$ cat src/rtl/avg_det_pkg.sv
// Shared types and constants for the averaged-sample threshold detector.
package avg_det_pkg;

  localparam int AVG_DET_WIDTH     = 8;
  localparam int AVG_DET_CNT_WIDTH = 8;
  localparam int PERSIST_CNT_W     = 4;

  typedef enum logic [1:0] {
    ST_BELOW   = 2'd0,
    ST_PEND_UP = 2'd1,
    ST_ABOVE   = 2'd2,
    ST_PEND_DN = 2'd3
  } det_state_e;

  // The level flag stays high while a fall is still pending.
  function automatic logic is_high_side(input det_state_e s);
    return (s == ST_ABOVE) || (s == ST_PEND_DN);
  endfunction

endpackage

$ cat src/rtl/sat_counter.sv
// Saturating up-counter: clear takes effect first, then the increment, no wrap.
module sat_counter
  import avg_det_pkg::*;
#(
  parameter int CNT_WIDTH = AVG_DET_CNT_WIDTH
) (
  input  logic                 clk,
  input  logic                 rst_n,
  input  logic                 inc,
  input  logic                 clr,
  output logic [CNT_WIDTH-1:0] count
);

  localparam logic [CNT_WIDTH-1:0] CNT_MAX = {CNT_WIDTH{1'b1}};

  logic [CNT_WIDTH-1:0] count_q;
  logic [CNT_WIDTH-1:0] count_d;
  logic [CNT_WIDTH-1:0] base;

  always_comb begin
    base    = clr ? '0 : count_q;
    count_d = base;
    if (inc && (base != CNT_MAX)) begin
      count_d = base + 1'b1;
    end
  end

  always_ff @(posedge clk or negedge rst_n) begin
    if (!rst_n) begin
      count_q <= '0;
    end else begin
      count_q <= count_d;
    end
  end

  assign count = count_q;

endmodule

$ cat src/rtl/avg_threshold_detector.sv
// Hysteresis threshold detector with persistence filter, event pulses and a
// saturating rise counter. Define AVG_DET_PEAK_HOLD_EN to add the peak-hold output.
module avg_threshold_detector
  import avg_det_pkg::*;
#(
  parameter int WIDTH     = AVG_DET_WIDTH,
  parameter int PERSIST   = 3,
  parameter int CNT_WIDTH = AVG_DET_CNT_WIDTH
) (
  input  logic                 clk,
  input  logic                 rst_n,
  input  logic                 ena,
  input  logic [WIDTH-1:0]     sample,
  input  logic                 sample_valid,
  input  logic [WIDTH-1:0]     thr_hi,
  input  logic [WIDTH-1:0]     thr_lo,
  input  logic                 clear,
  output logic                 above,
  output logic                 rise_pulse,
  output logic                 fall_pulse,
`ifdef AVG_DET_PEAK_HOLD_EN
  output logic [CNT_WIDTH-1:0] event_count,
  output logic [WIDTH-1:0]     peak
`else
  output logic [CNT_WIDTH-1:0] event_count
`endif
);

  // PERSIST is expected to lie in 1..15 so it fits the persistence counter.
  localparam logic [PERSIST_CNT_W-1:0] PERSIST_TGT = PERSIST_CNT_W'(PERSIST);

  det_state_e               state_q, state_d;
  logic [PERSIST_CNT_W-1:0] pcnt_q, pcnt_d;
  logic [PERSIST_CNT_W-1:0] pcnt_inc;
  logic                     above_q;
  logic                     rise_q, rise_d;
  logic                     fall_q, fall_d;
  logic                     accept;
  logic                     qual_hi, qual_lo;

  assign accept   = ena & sample_valid;
  assign qual_hi  = (sample >= thr_hi);
  assign qual_lo  = (sample <= thr_lo);
  assign pcnt_inc = pcnt_q + 1'b1;

  // The resting states hold pcnt at zero, so the resting and pending states
  // share one count-and-compare path; PERSIST=1 commits straight from rest.
  always_comb begin
    state_d = state_q;
    pcnt_d  = pcnt_q;
    rise_d  = 1'b0;
    fall_d  = 1'b0;
    if (accept) begin
      case (state_q)
        ST_BELOW, ST_PEND_UP: begin
          if (qual_hi) begin
            if (pcnt_inc == PERSIST_TGT) begin
              state_d = ST_ABOVE;
              pcnt_d  = '0;
              rise_d  = 1'b1;
            end else begin
              state_d = ST_PEND_UP;
              pcnt_d  = pcnt_inc;
            end
          end else begin
            state_d = ST_BELOW;
            pcnt_d  = '0;
          end
        end
        ST_ABOVE, ST_PEND_DN: begin
          if (qual_lo) begin
            if (pcnt_inc == PERSIST_TGT) begin
              state_d = ST_BELOW;
              pcnt_d  = '0;
              fall_d  = 1'b1;
            end else begin
              state_d = ST_PEND_DN;
              pcnt_d  = pcnt_inc;
            end
          end else begin
            state_d = ST_ABOVE;
            pcnt_d  = '0;
          end
        end
        default: begin
          state_d = ST_BELOW;
          pcnt_d  = '0;
        end
      endcase
    end
  end

  always_ff @(posedge clk or negedge rst_n) begin
    if (!rst_n) begin
      state_q <= ST_BELOW;
      pcnt_q  <= '0;
      above_q <= 1'b0;
      rise_q  <= 1'b0;
      fall_q  <= 1'b0;
    end else begin
      state_q <= state_d;
      pcnt_q  <= pcnt_d;
      above_q <= is_high_side(state_d);
      rise_q  <= rise_d;
      fall_q  <= fall_d;
    end
  end

  assign above      = above_q;
  assign rise_pulse = rise_q;
  assign fall_pulse = fall_q;

  sat_counter #(
    .CNT_WIDTH(CNT_WIDTH)
  ) u_event_cnt (
    .clk  (clk),
    .rst_n(rst_n),
    .inc  (rise_d),
    .clr  (clear),
    .count(event_count)
  );

`ifdef AVG_DET_PEAK_HOLD_EN
  logic [WIDTH-1:0] peak_q, peak_d;

  // Clear resets the running max before the same-cycle sample is considered.
  always_comb begin
    peak_d = clear ? '0 : peak_q;
    if (accept && (sample > peak_d)) begin
      peak_d = sample;
    end
  end

  always_ff @(posedge clk or negedge rst_n) begin
    if (!rst_n) begin
      peak_q <= '0;
    end else begin
      peak_q <= peak_d;
    end
  end

  assign peak = peak_q;
`endif

endmodule

$ cat config.mk
export PLATFORM = sky130hd
export DESIGN_NAME = avg_threshold_detector
export DESIGN_NICKNAME = d
export VERILOG_FILES = /design/src/rtl/avg_det_pkg.sv /design/src/rtl/sat_counter.sv /design/src/rtl/avg_threshold_detector.sv
export SDC_FILE = /design/constraint.sdc
export NUM_CORES = 1
export LEC_CHECK = 0
export ABC_AREA = 1
export CAP_MARGIN = 20
export CORE_MARGIN = 1
export CORE_UTILIZATION = 25
export DETAILED_ROUTE_END_ITERATION = 8
export DONT_BUFFER_PORTS = 1
export PLACE_DENSITY = 0.5
export SYNTH_ARGS = -nofsm -noshare
export SYNTH_HDL_FRONTEND = slang
export SYNTH_SLANG_ARGS = --single-unit
$ cat constraint.sdc
create_clock -name clk -period 1.7 [get_ports clk]
set_input_delay 0.17 -clock clk [delete_from_list [all_inputs] [get_ports clk]]
set_output_delay 0.17 -clock clk [all_outputs]
set_load 0.005 [all_outputs]
==> summary.md, run 1 <==
| Metric | Value |
|---|---|
| Status | finished, final reports clean |
| Cells along the critical path | ha_2, inv_2, nand2_2, nand2_2, nor2_2, nand3_2, nor2_4, nand3_4, nor2_8, nand2_1, nand2_1 |
| Drt first pass iters | 4 |
| CP required | between 1500 and 2000 ps |
| CTS Buf Count | 3 |
| Most common cell after layout, fill and taps aside | nand2_1 |
| Top cells by area, synth | dfrtp_1 29%, nand2_1 18%, ha_1 17% |
| Clk buf depth | 2 |
| WP buf/inv | 1 |
| Dpl ws | between 10 and 15 ps |
| Vias in the first global route | around 1100 |
| Clk sinks | 16 |
| Hold Path Cell Cnt | 3 |
| Register area share after synthesis | roughly 29% |
| Detailed Place HPWL | about 2300 um |
| Vias | 1157 |
| Critical path startpoint category | flop |
| Layout fillers | 581 |
| CP peak stage delay | 390 ps |
| FMAX | 0.626 GHz |
| Slew HR | 48.2% |
| Worst skew pair latency | 240 ps |
| Avg WL per Cell | 10.1 um |
| Die W | 76.4 um |
| Rows | 26 |
| Syn Nets | 245 |
| Final ANT Viol Nets | 0 |
| Critical Setup Path Class | flop to flop |
| RSZ-0062 raised after global routing | yes |
| Synth area leader | dfrtp_1 |
| Die Y | 76.4 um |
| Hold path start | clear |
| Final #Nets | 258 |
| Routed Wire Length | about 2800 um |
| Ys Warns | 0 |
| Global-route usage over all layers | 10.1% |
| GRT overflow | 0 |
| Most frequent cells in the layout | 63 x nand2_1, 38 x inv_1, 17 x ha_1 |
| #FFs+latches synth | 16 |
| Yosys cell types | 21 |
| Root buf cell | clkbuf_8 |
| Worst EP arrival | 1780 ps |
| Total negative slack | 0 ps |
| Worst Reg-to-Reg Cells | 11 |
| Die Area | between 0.005 and 0.006 mm^2 |
| Clock share of power | 25.2% |
| Clk pin slew, worst setup/hold paths | about 60 ps |
| P_sw | 0.400 mW |
| Min cycle time layout | 1600 ps |
| Layout Skew | 0.699 ps |
| Multi-input logic area | 848 um^2 |
| Mapped Cells | 197 |
| Register-to-register path setup slack | 100 ps |
| Largest net degree at the start of global routing | 17 |
| P&R area growth vs syn | 15.6% |
| Cell Pwr Density | 712 mW/mm^2 |
| Post-synth EDFFs | 0 |
| Worst setup margin | 102 ps |
| First-pass GRT wire length | around 4700 um |
| Cell Area, Synth | around 0.0014 mm^2 |
| Share of cells above drive strength 1 | 14.4% |
| Final setup viols | 0 |
| Final Power | 1.14 mW |
| Seq pwr share | 41.2% |
| Final Max Slew Viols | 0 |
| Ports | 40 |
| Final hold slack | 87.7 ps |
| Routed vias/inst | 4.16 |
| Diode count | 0 |
| Crit-path slowest cell | dfrtp_1 |
| Async set or reset register ratio after synthesis | 100% |
| Initial Util | between 20% and 30% |
| Max cap viols | 0 |
| Combinational power share | between 30% and 40% |
| Remaining DRCs | 0 |
| WHS Endpoint | u_event_cnt.count[0] |
| Synthesized area per cell | 7.02 um^2 |
| Worst Path Max Fanout | 8 |
| Initial DRC count | 11 |
| Sw Share | around a third |
| Leak | 0.903 nW |
| Initial antenna violation count | 0 |
| Int Pwr | 0.739 mW |
| Storage cell area | about 400 um^2 |
| Fin. Hold Viols | 0 |
| Worst reg2reg startpoint | pcnt_q[1] |
| Crit-path leading delay family | simple AND/OR/NAND/NOR gates |
| H-tree depth | 1 |
| Slew @ Worst Pin | 775 ps |
| Ys flop type | dfrtp_1 |
| VDD IR max | around 0.27 mV |
| Top cell type's share of synthesized area | roughly 29% |
| Period utilization | 94.0% |
| PortBufs | 0 |
| Core area | 0.00520 mm^2 |
| Hold Crit Class | primary input to flop |
| Final Wtd Congestion | between 0.8 and 0.9 |
| Reg2reg end | u_event_cnt.count[2] |
| CTS tree | built |
| Crit end category | flop |
[per-layer routing]
| layer | share of wire [%] | wire, um | GRT usage (%) | up-vias |
|---|---|---|---|---|
| met3 | 6.5 | 184 | 3.11 | 2 |
| met5 | 0 | 0 | 0 | - |
| li1 | - | - | - | 624 |
| met4 | 0.75 | 21 | 3.46 | 0 |
| met1 | 47 | 1330 | 12.5 | 503 |
| met2 | 46 | 1280 | 16.6 | 28 |
[power groups by stage]
| stage | logic, mW | registers [mW] | clock network, mW |
|---|---|---|---|
| final | 0.383 | 0.469 | 0.287 |
| after global placement | 0.342 | 0.478 | 0 |
| after floorplan | 0.264 | 0.473 | 0 |
| after global routing | 0.450 | 0.476 | 0.317 |
| after detailed placement | 0.343 | 0.478 | 0 |
| after CTS | 0.356 | 0.470 | 0.303 |
[synth_stat cells, types with 2 or more instances]
master,instances
nand4_1,4
ha_1,19
a21oi_1,4
nand2_2,3
inv_1,41
xor2_1,4
dfrtp_1,16
nand3_1,11
xnor2_1,2
nor2_1,17
a21o_1,2
nand2_1,65
[worst max-delay path by stage]
stage | startpoint | to | slack, ps | cells past startpoint
CTS | pcnt_q[1] | u_event_cnt.count[6] | 6 | 10
finish | pcnt_q[1] | u_event_cnt.count[2] | 100 | 11
floorplan | u_event_cnt.count[0] | u_event_cnt.count[4] | 150 | 10
global placement | pcnt_q[1] | u_event_cnt.count[1] | 60 | 10
global route | u_event_cnt.count[1] | u_event_cnt.count[2] | -60 | 10
detailed placement | pcnt_q[1] | u_event_cnt.count[6] | 10 | 10
[flip-flops by register name, summed over array words and instances, names as in the netlist]
register           count
fall_pulse             1
state_q                1
u_event_cnt.count      8
pcnt_q                 4
above                  1
rise_pulse             1
[metrics by stage]
step | area (um^2) | utilization (%) | std cells
4_1_cts | 1550 | 29.8 | 275
5_1_grt | 1600 | 30.7 | 278
3_3_place_gp | 1500 | 28.8 | 271
3_5_place_dp | 1500 | 28.8 | 271
2_1_floorplan | 1380 | - | 197
6_report | 1600 | 30.7 | 278
[cells by family (layout without fill, tap and decap cells)]
kind of cell	Yosys count	in the layout	share of synthesized area (%)
simple gates	108	108	36.1
xor+xnor	6	6	3.80
compound gates	6	6	2.53
buf+inv	42	53	11.4
flops	16	16	29.0
fa+ha+maj	19	19	17.2
[layout make-up]
class,instances,share of cell area (%)
multi-input cells,139,53.1
flip-flops and latches,16,25.1
inverters,42,9.87
well taps,70,5.48
repair buffers,8,3.92
clock buffers,3,2.58
[worst reg2reg max path, delay by kind of cell, from the launching register on]
kind,cells,cell delay (ps)
AND/OR/NAND/NOR,9,890
flip-flops,1,390
adder cells (fa/ha/maj),1,210
buffers and inverters,1,40
[repair_timing]
| action | 4_1_cts | 5_1_grt |
|---|---|---|
| buffers inserted | 0 | 3 |
| endpoints found under the hold margin | 16 | 0 |
| hold buffers | 1 | 0 |
| resized for setup | 0 | 10 |
| endpoints found under the setup margin | 0 | 8 |
(Power assumes the default switching activity.)
==> inputs of run 2 (changes only) <==
--- a/config.mk
+++ b/config.mk
@@ -12,6 +12,7 @@
 export DETAILED_ROUTE_END_ITERATION = 8
 export DONT_BUFFER_PORTS = 1
 export PLACE_DENSITY = 0.5
+export SKIP_CTS_REPAIR_TIMING = 1
 export SYNTH_ARGS = -nofsm -noshare
 export SYNTH_HDL_FRONTEND = slang
 export SYNTH_SLANG_ARGS = --single-unit
==> summary.md, run 2 (synthesis gave the netlist of run 1 again) <==
| Metric | Value |
|---|---|
| Status | finished, final reports clean |
| Period utilization | about 94% |
| Vias in the first global route | around 1100 |
| Final Power | between 1 and 1.5 mW |
| Clk buf depth | 2 |
| Global-route usage over all layers | 10.1% |
| Storage cell area | 400 um^2 |
| Hold Path Cell Cnt | 3 |
| Placed Cells | 271 |
| Leak | 0.903 nW |
| Register-to-register path setup slack | 110 ps |
| Final ANT Viol Nets | 0 |
| Die Area | ~0.0058 mm^2 |
| CTS Buf Count | 3 |
| Share of cells above drive strength 1 | 14.4% |
| Detailed Place HPWL | 2270 um |
| Non-filler instance count after layout | 278 |
| Min cycle time layout | 1590 ps |
| Fin. Hold Viols | 0 |
| Crit end category | flop |
| Hold Crit Class | primary input to flop |
| Critical path startpoint category | flop |
| Reg2reg end | u_event_cnt.count[2] |
| P&R area growth vs syn | 15.6% |
| Remaining DRCs | 0 |
| Initial antenna violation count | 0 |
| Max cap viols | 0 |
| Core area | 0.00520 mm^2 |
| Die Y | 76.4 um |
| Rows | 26 |
| Largest net degree at the start of global routing | 17 |
| Layout Skew | roughly 2.1 ps |
| Vias | 1154 |
| Worst Reg-to-Reg Cells | 11 |
| Clk pin slew, worst setup/hold paths | 60 ps |
| Initial Util | roughly a quarter |
| Worst EP arrival | 1780 ps |
| Ports | 40 |
| Avg WL per Cell | 10.2 um |
| Critical Setup Path Class | flop to flop |
| Die W | roughly 76 um |
| Most frequent cells in the layout | 63 x nand2_1, 38 x inv_1, 17 x ha_1 |
| Cell Pwr Density | 713 mW/mm^2 |
| Initial DRC count | 9 |
| Most common cell after layout, fill and taps aside | nand2_1 |
| GRT overflow | 0 |
| Final setup viols | 0 |
| Multi-input logic area | ~850 um^2 |
| CTS tree | built |
| FMAX | about 0.63 GHz |
| RSZ-0062 raised after global routing | yes |
| Worst Path Max Fanout | 8 |
| PortBufs | 0 |
| Final Wtd Congestion | between 0.8 and 0.9 |
| Worst skew pair latency | 250 ps |
| Final #Nets | roughly 260 |
| Clk sinks | 16 |
| First-pass GRT wire length | ~4700 um |
| Worst reg2reg startpoint | pcnt_q[1] |
| WHS Endpoint | u_event_cnt.count[0] |
| Final Max Slew Viols | 0 |
| CP required | 1890 ps |
| Routed vias/inst | 4.15 |
| Slew HR | 48.6% |
| Hold path start | clear |
| Root buf cell | clkbuf_8 |
| Non-Filler Cell Area, Final | 0.00160 mm^2 |
| Diode count | 0 |
| Routed Wire Length | 2830 um |
| Dpl cell area | 0.00150 mm^2 |
| Slew @ Worst Pin | roughly 770 ps |
| Layout fillers | between 500 and 600 |
| VDD IR max | 0.274 mV |
| Largest register FFs | 8 |
| Drt first pass iters | 4 |
| H-tree depth | 1 |
[run 2: cell counts in the layout (fill, tap and decap cells not counted)]
Identical to the previous run, type by type.
[run 2: worst max-delay path by stage]
stage | end | depth (start not counted) | startpoint | slack, ps
final | u_event_cnt.count[2] | 11 | pcnt_q[1] | 110
after global routing | u_event_cnt.count[2] | 10 | u_event_cnt.count[1] | -60
after CTS | u_event_cnt.count[6] | 10 | pcnt_q[1] | 6
after detailed placement | u_event_cnt.count[6] | 10 | pcnt_q[1] | 10
after global placement | u_event_cnt.count[1] | 10 | pcnt_q[1] | 60
after floorplan | u_event_cnt.count[4] | 10 | u_event_cnt.count[0] | 150
[run 2: critical path, cell delays in order, from the launching register on]
cell     delay, ps
dfrtp_1        390
ha_2           210
inv_2           40
nand2_2         60
nand2_2         60
nor2_2          80
nand3_2         90
nor2_4         160
nand3_4        130
nor2_8         170
nand2_1         70
nand2_1         60
[run 2: area by class of cell]
| cell class | count | share of cell area [%] |
|---|---|---|
| multi-input combinational | 139 | 53.1 |
| sequential | 16 | 25.1 |
| inverter | 42 | 9.87 |
| tap | 70 | 5.48 |
| timing repair buffer | 8 | 3.92 |
| clock buffer | 3 | 2.58 |
[run 2: through the flow]
step / hold WS (ps) / TNS, ps / utilization [%] / setup WS (ps)
floorplan: -126 / 0 / - / 153
global placement: -125 / 0 / 28.8 / 58.1
detailed placement: -125 / 0 / 28.8 / 12.4
CTS: -396 / 0 / 29.6 / 5.94
global route: 111 / -401 / 30.7 / -56.8
finish: 86.6 / 0 / 30.7 / 106
[run 2: metal layers]
layer	vias up	GRT usage (%)	share of wire, %
met5	-	0	0
met2	26	16.8	46
met4	0	3.46	0.74
met1	502	12.2	47
li1	624	-	-
met3	2	3.11	6.3
[run 2: where the power goes]
part / internal (mW) / switching [mW]
logic: 0.155 / 0.227
registers: 0.426 / 0.0424
clock network: 0.157 / 0.131
total: 0.739 / 0.400
